`config.mk`:
```
export PLATFORM = sky130hd
export DESIGN_NAME = stage_buffer
export DESIGN_NICKNAME = d
export VERILOG_FILES = /design/src/rtl/pipeline_pkg.sv /design/src/rtl/stage_buffer.sv
export SDC_FILE = /design/constraint.sdc
export NUM_CORES = 1
export LEC_CHECK = 0
export BUFFER_PORTS_ARGS = -buffer_cell sky130_fd_sc_hd__buf_2
export CAP_MARGIN = 20
export CORE_ASPECT_RATIO = 0.75
export CORE_UTILIZATION = 51
export CTS_CLUSTER_SIZE = 20
export DETAILED_ROUTE_END_ITERATION = 12
export PLACE_DENSITY = 0.78
export SYNTH_ARGS = -nofsm -noshare
export SYNTH_HDL_FRONTEND = slang
export SYNTH_SLANG_ARGS = --single-unit
```
`constraint.sdc`:
```
create_clock -name clk -period 5.5 [get_ports clk]
set_input_delay 0.55 -clock clk [delete_from_list [all_inputs] [get_ports clk]]
set_output_delay 0.55 -clock clk [all_outputs]
set_load 0.05 [all_outputs]
```
`src/rtl/pipeline_pkg.sv`:
```
// Shared fetch-to-decode pipeline definitions: the payload carried between the
// fetch and decode stages, its packed width, and a small pointer helper.
// Optional feature of stage_buffer: STAGE_BUFFER_BYPASS_EN (0-cycle bypass).
package pipeline_pkg;

  // PC is word aligned, so its two low bits are implied and not carried.
  localparam int PC_W    = 30;
  localparam int INSTR_W = 32;

  typedef struct packed {
    logic               pc_valid;
    logic [PC_W-1:0]    pc;
    logic               instruction_valid;
    logic [INSTR_W-1:0] instruction;
  } fd_payload_t;

  localparam int FD_WIDTH = $bits(fd_payload_t);

  // Circular pointer increment that wraps at any depth, not just powers of two.
  function automatic int wrap_inc(input int ptr, input int depth);
    return (ptr == depth - 1) ? 0 : ptr + 1;
  endfunction

endpackage

```
`src/rtl/stage_buffer.sv`:
```
// stage_buffer: small circular FIFO between two pipeline stages with
// valid/stall handshakes, a head-hold input and a flush.
// Define STAGE_BUFFER_BYPASS_EN to let an empty buffer pass the upstream
// offer straight through in the same cycle.
module stage_buffer
  import pipeline_pkg::*;
#(
  parameter int WIDTH = FD_WIDTH,
  parameter int DEPTH = 2
) (
  input  logic                       clk,
  input  logic                       rst,
  input  logic                       prev_done,
  output logic                       stall_prev,
  input  logic [WIDTH-1:0]           data_in,
  input  logic                       next_stall,
  output logic                       done_next,
  output logic [WIDTH-1:0]           data_out,
  input  logic                       hold,
  input  logic                       flush,
  output logic [$clog2(DEPTH+1)-1:0] count
);

  localparam int PTR_W = (DEPTH > 1) ? $clog2(DEPTH) : 1;
  localparam int CNT_W = $clog2(DEPTH + 1);

  logic [WIDTH-1:0] r_mem [DEPTH];
  logic [PTR_W-1:0] r_wr_ptr;
  logic [PTR_W-1:0] r_rd_ptr;
  logic [CNT_W-1:0] r_count;

  logic             w_empty;
  logic             w_full;
  logic             w_xfer_prev;
  logic             w_xfer_next;
  logic             w_bypass;
  logic             w_push;
  logic             w_pop;
  logic [WIDTH-1:0] w_head;

  assign w_empty = (r_count == '0);
  assign w_full  = (r_count == CNT_W'(DEPTH));
  assign w_head  = r_mem[r_rd_ptr];

`ifdef STAGE_BUFFER_BYPASS_EN
  // Empty buffer forwards the upstream offer combinationally.
  assign done_next = !rst && !flush && !hold && (!w_empty || prev_done);
  assign data_out  = w_empty ? data_in : w_head;
  // An entry that goes in and out in the same cycle is never stored.
  assign w_bypass  = w_empty && w_xfer_next;
`else
  assign done_next = !rst && !flush && !hold && !w_empty;
  assign data_out  = w_head;
  assign w_bypass  = 1'b0;
`endif

  assign w_xfer_next = done_next && !next_stall;
  // A full buffer still accepts when it is releasing its head this cycle.
  assign stall_prev  = rst || (w_full && !w_xfer_next);
  assign w_xfer_prev = prev_done && !stall_prev;

  // Flush discards whatever is accepted in the same cycle.
  assign w_push = w_xfer_prev && !flush && !w_bypass;
  assign w_pop  = w_xfer_next && !w_bypass;

  assign count = r_count;

  // Payload storage; contents are deliberately not reset.
  always_ff @(posedge clk) begin
    if (w_push) r_mem[r_wr_ptr] <= data_in;
  end

  // Pointers and occupancy; reset beats flush, flush beats transfers.
  always_ff @(posedge clk) begin
    if (rst || flush) begin
      r_wr_ptr <= '0;
      r_rd_ptr <= '0;
      r_count  <= '0;
    end else begin
      if (w_push) r_wr_ptr <= PTR_W'(wrap_inc(int'(r_wr_ptr), DEPTH));
      if (w_pop)  r_rd_ptr <= PTR_W'(wrap_inc(int'(r_rd_ptr), DEPTH));
      case ({w_push, w_pop})
        2'b10:   r_count <= r_count + 1'b1;
        2'b01:   r_count <= r_count - 1'b1;
        default: r_count <= r_count;
      endcase
    end
  end

endmodule

```
==> results of run 1 <==
==> registers in the layout (all words and copies together) (netlist names), named ones only <==
name      cells
count         2
r_mem       128
r_rd_ptr      1
r_wr_ptr      1
==> layer usage <==
layer / up-vias / routed length, um
li1: 1221 / -
met1: 1314 / 3540
met2: 121 / 4020
met3: 11 / 873
met4: 0 / 78
met5: - / 0
==> worst max-delay path by stage <==
stage | end | start | slack [ns] | cells after the start
2_1_floorplan | r_mem[0][0] | count[0] | 1.27 | 3
3_3_place_gp | r_mem[0][32] | flush | 2.80 | 5
3_5_place_dp | r_mem[0][31] | flush | 2.70 | 5
4_1_cts | data_out[44] | flip-flop | 2.65 | 3
5_1_grt | data_out[47] | flip-flop | 2.57 | 3
6_report | data_out[42] | flip-flop | 2.70 | 3
==> per-stage QoR <==
stage	setup slack (ns)	instance area, sq um
after floorplan	1.27	4860
after detailed placement	2.70	5710
after CTS	2.65	6240
after global placement	2.80	5710
after global routing	2.57	6240
final	2.70	6240
==> layout by cell type, fill, tap and decap left out, types with 2 or more instances in the layout <==
cell type and n:
clkbuf_8 2, o21ai_0 2, dfxtp_1 4, buf_2 137
edfxtp_1 128, buf_4 3, clkbuf_16 17, mux2_2 64
clkbuf_1 9, nor3_1 2, clkinv_2 2, nor2_1 5
a21oi_1 3
==> area by class of cell <==
type                            instances  area (sq um)
Sequential cell                       133          3950
Fill cell                             639          2920
Multi-Input combinational cell         91           893
Timing Repair Buffer                  140           708
Clock buffer                           28           487
Tap cell                              128           160
Clock inverter                          4          47.5
==> critical path: stages, from the launching register on <==
cell and delay [ns]:
dfxtp_2 0.57, buf_4 0.60, mux2_2 0.42, buf_2 0.21
==> Yosys cell counts (all sizes together) <==
library cell,instances
o21ai,2
nand2,1
o31ai,1
buf,7
xor2,1
o21a,1
or2,1
o22ai,1
and3,1
a21oi,3
or3,1
o21bai,1
or4,1
nand2b,1
ha,1
xnor2,1
o211ai,1
mux2,64
edfxtp,128
nor3,2
dfxtp,5
nor2,6
==> power by group <==
part / switching, mW / total (mW) / internal [mW]
combinational: 0.0854 / 0.124 / 0.0388
sequential: 0.00451 / 1.14 / 1.13
clock: 0.365 / 1.01 / 0.644
total: 0.455 / 2.27 / 1.82
==> logic make-up (layout without fill, tap and decap cells) <==
kind of cell / count (synthesis) / count (layout) / synth area share
AO/OA/AOI/OAI: 10 / 10 / 0.0126
XOR/XNOR: 2 / 2 / 0.00360
adder cells (fa/ha/maj): 1 / 1 / 0.00257
buffers and inverters: 7 / 172 / 0.00720
flip-flops: 133 / 133 / 0.811
multiplexers: 64 / 64 / 0.148
AND/OR/NAND/NOR: 14 / 14 / 0.0149
==> summary.txt, run 1 <==
Status
  • Outcome: finished clean

Floorplanning
  • Die H: 86.6 um
  • Initial Util: 0.531
  • Top-level port count: 138
  • Die Wd: 115 um
  • FP Rows: 30
  • DIE AREA: 9930 sq um
  • Core area: 9160 sq um

Synthesis
  • Unique masters post-synth: 22
  • Register bit count reported by yosys: 133
  • Post-synth top area share: 0.790
  • Cell taking the most area after synthesis: edfxtp_1
  • Mapped Area: 4860 sq um
  • Mapped Nets: 302
  • Syn avg cell area: 21.1 sq um
  • Sequential fraction of the synthesis area: 0.811
  • Top cells by area, synth: edfxtp_1, mux2_2, dfxtp_1, buf_2, nor2_1
  • Mapped Cells: 231
  • Ys Warns: 0

CTS
  • Root Buffer: clkbuf_16
  • Post-CTS Setup Bufs: 0
  • Worst-skew pair later-pin latency: 0.40 ns
  • Cts repair resizes: 0
  • Num CTS Buffers: 17
  • CTS Hold Buffers Added: 0
  • CTS tree: yes
  • Max Root-Sink Buffers: 2
  • Clock net sink count: 133
  • Htree depth: 4
  • CTS clock-pin slew for the worst setup and hold paths: 0.05 ns

STA
  • Worst hold slack: 0.331 ns
  • Maximum clock rate: 357 MHz
  • Post-layout minimum cycle time: 2.80 ns
  • Slew at the pin with the worst max-slew slack: 0.857 ns
  • RSZ-0062 raised after global routing: false
  • Setup_tns: 0 ns
  • Final period util: 0.509
  • Slew margin rel.: 0.427
  • Clock Skew: 0.00747 ns
  • # setup viols final: 0
  • Final hold viol count: 0
  • Final Max Tran Viols: 0

Global routing
  • Largest net degree at the start of global routing: 65
  • Total Routing Usage GR: 0.180
  • GRT overflow: 0
  • M1 GR Usage: 0.202
  • GRT busiest layer: met2
  • GR Layer Usage met2: 0.284
  • First-pass GRT wire length: 12700 um
  • GR Util met3: 0.103
  • Initial antenna violation count: 0
  • Vias in the first global route: 2684

Detailed routing
  • WL final: 8500 um
  • DRT antenna net count: 0
  • Starting DRT DRC Count: 202
  • Routed via count: 2667
  • Avg WL per Cell: 16.2 um
  • Drc violations: 0
  • Vias/cell: 5.09
  • First-pass detailed-route iteration total: 4

Placed design
  • Routability cong.: 0.813
  • Final HPWL DP: 5320 um
  • Placed Cells: 492
  • Port Buffers: 137

Cells and area
  • Fin nets: 454
  • Layout area overhead: 28.3%
  • Post-route insts no fill: 524
  • Ant. Diodes: 0
  • Share of layout cells above drive strength 1: 0.586
  • Final core occ: 0.681

Hold path
  • Worst Hold Path Cells: 1
  • Min-delay src: data_in[47]
  • Hold endpoint: r_mem[0][47]
  • Min-delay worst type: in2reg

Worst setup path
  • Startpoint types: flip-flop
  • Arrival @ worst endpoint: 2.25 ns
  • Register-to-Register Path Depth: 4
  • R2R Path Start: count[0]
  • Crit Path Class: reg2out
  • Crit path required time: 4.95 ns
  • Reg2Reg Setup Slack: 3.03 ns
  • Crit Reg-Reg Endpoint: r_mem[0][7]
  • Crit path max fanout: 48
  • CP Capture Type: output port

Power
  • Leakage power: 2.29 nW
  • Power Total: 2.27 mW
  • PD cells: 364 nW/um^2
  • Max VDD drop: 265 uV

Run
  • Max-Cap Viols: 0
Note: power is estimated with default switching activity, not from simulation.
==> run 2, diff against run 1 <==
==> constraint.sdc (replaced) <==
create_clock -name clk -period 2.73 [get_ports clk]
set_input_delay 0.273 -clock clk [delete_from_list [all_inputs] [get_ports clk]]
set_output_delay 0.273 -clock clk [all_outputs]
set_load 0.05 [all_outputs]
==> run 2 against run 1 <==
  * Die area unchanged
  * Non-clock buffer count up 2
  * Clock skew down 0.0017 ns
  * Register-to-register slack worse by 2.2 ns
  * Count of clock-buffer cells in the layout down 5
  * First-iteration DRC count down 33%
  * Power up 110%
  * Critical endpoint is now data_out[63]
  * Utilization up 0.71 points
  * Sequential power up 100%
  * Cell count up 0.38%
==> summary.txt, run 2 (synthesized netlist as in run 1, its figures left out) <==
Cells and area
  • # fillers: 634 (-0.78%)
  • Most flops, register: r_mem
  • Max reg flops: 128 (unchanged)
  • Share of layout cells above drive strength 1: 0.601 (+0.0146)
  • Fin nets: 456 (+0.44%)
  • Area occupied by multi-input gates: 893 sq um (unchanged)
  • Commonest non-fill, non-tap cell in the layout: buf_2
  • Ant. Diodes: 0 (unchanged)
  • Register area: 3950 sq um (unchanged)
  • Commonest cells after routing, fill and taps aside: buf_2, edfxtp_1, mux2_2
  • Layout area overhead: 29.7%

Power
  • Power Total: 4.71 mW (+110%)
  • PD cells: 747 nW/um^2 (+110%)
  • Max VDD drop: 749 uV (+180%)
  • Leakage power: 2.33 nW (+1.5%)

STA
  • Post-layout minimum cycle time: 2.04 ns
  • Clock Skew: 0.00582 ns (-0.00165 ns)
  • Final hold viol count: 0 (unchanged)
  • Slew margin rel.: 0.671 (+0.243)
  • Maximum clock rate: 490 MHz
  • Slew at the pin with the worst max-slew slack: 0.494 ns (-0.363 ns)
  • Final period util: 0.748
  • Setup_tns: 0 ns (unchanged)
  • RSZ-0062 raised after global routing: false
  • Final Max Tran Viols: 0 (unchanged)
  • # setup viols final: 0 (unchanged)

Worst setup path
  • Crit path max-delay cell type: buf_4
  • CP Capture Type: output port
  • Crit Path Class: reg2out
  • Largest stage delay on the critical path: 0.40 ns (-0.20 ns)
  • Critical path cell sequence: buf_4, mux2_2, buf_2
  • Delay-heaviest family, CP: buffers and inverters
  • Buf/Inv on CP: 2 (unchanged)
  • Startpoint types: flip-flop
  • Arrival @ worst endpoint: 1.77 ns (-0.48 ns)
  • Crit path required time: 2.46 ns (-2.49 ns)
  • Crit path max fanout: 35 (-27%)
  • Reg2Reg Setup Slack: 0.81 ns (-2.22 ns)

CTS
  • Root Buffer: clkbuf_16
  • Post-CTS Setup Bufs: 0 (unchanged)
  • CTS Hold Buffers Added: 0 (unchanged)
  • Htree depth: 4 (unchanged)
  • CTS clock-pin slew for the worst setup and hold paths: 0.05 ns (about the same)
  • Cts repair resizes: 0 (unchanged)
  • Num CTS Buffers: 17 (unchanged)
  • Max Root-Sink Buffers: 2 (unchanged)
  • CTS tree: yes
  • Worst-skew pair later-pin latency: 0.41 ns (about the same)
  • Clock net sink count: 133 (unchanged)

Detailed routing
  • WL final: 9000 um (+5.9%)
  • DRT antenna net count: 0 (unchanged)
  • Routed via count: 2639 (-1.0%)
  • Starting DRT DRC Count: 135 (-33%)
  • Vias/cell: 5.02 (-1.4%)
  • First-pass detailed-route iteration total: 5 (+1)
  • Drc violations: 0 (unchanged)
  • Avg WL per Cell: 17.1 um (+5.5%)

Floorplanning
  • FP Rows: 30 (unchanged)
  • Core area: 9160 sq um (unchanged)
  • DIE AREA: 9930 sq um (unchanged)
  • Top-level port count: 138 (unchanged)
  • Die H: 86.6 um (unchanged)
  • Die Wd: 115 um (unchanged)
  • Initial Util: 0.531 (unchanged)

Placed design
  • Routability cong.: 0.781 (-3.9%)
  • Port Buffers: 137 (unchanged)
  • Final HPWL DP: 5630 um (+5.8%)

Hold path
  • Min-delay worst type: in2reg

Global routing
  • Largest net degree at the start of global routing: 51 (-22%)
  • First-pass GRT wire length: 13400 um (+6.2%)
  • Total Routing Usage GR: 0.192 (+0.0119)
  • GRT overflow: 0 (unchanged)
  • Vias in the first global route: 2793 (+4.1%)
  • Initial antenna violation count: 1 (+1)

Run
  • Max-Cap Viols: 0 (unchanged)

Status
  • Outcome: finished clean
## run 2: layer usage
| metal | global-route usage | wire, um |
|---|---|---|
| met1 | 0.207 | 3670 |
| met3 | 0.0979 | 803 |
| met5 | 0 | 10 |
| met2 | 0.318 | 4420 |
| met4 | 0.0885 | 103 |
## run 2: final cells by class
cell class / count / share of cell area
Clock buffer: 23 / 0.0742
Clock inverter: 9 / 0.0165
Multi-Input combinational cell: 91 / 0.142
Sequential cell: 133 / 0.626
Tap cell: 128 / 0.0254
Timing Repair Buffer: 142 / 0.117
## run 2: metrics by stage
stage | hold WS (ns) | cells | worst slack, ns | util | cell area, sq um
2_1_floorplan | 0.372 | 231 | 0.255 | - | 4870
6_report | 0.0487 | 526 | 0.689 | 0.689 | 6310
3_3_place_gp | 0.460 | 494 | 0.903 | 0.626 | 5730
5_1_grt | 0.0261 | 526 | 0.603 | 0.689 | 6310
3_5_place_dp | 0.464 | 494 | 0.844 | 0.626 | 5730
4_1_cts | 0.0246 | 526 | 0.651 | 0.689 | 6310
## run 2: worst paths after layout
path,start,end,depth (start not counted)
hold / removal,data_in[7],r_mem[1][7],1
hold reg to reg,r_rd_ptr,r_rd_ptr,2
setup / recovery,flip-flop,data_out[63],3
setup reg to reg,count[0],r_mem[1][42],4
## run 2: report_power, final
group / leakage [nW] / internal, mW / switching (mW)
logic: 0.846 / 0.0795 / 0.174
clock network: 0.277 / 1.39 / 0.785
registers: 1.20 / 2.28 / 0.00915
total: 2.33 / 3.75 / 0.967
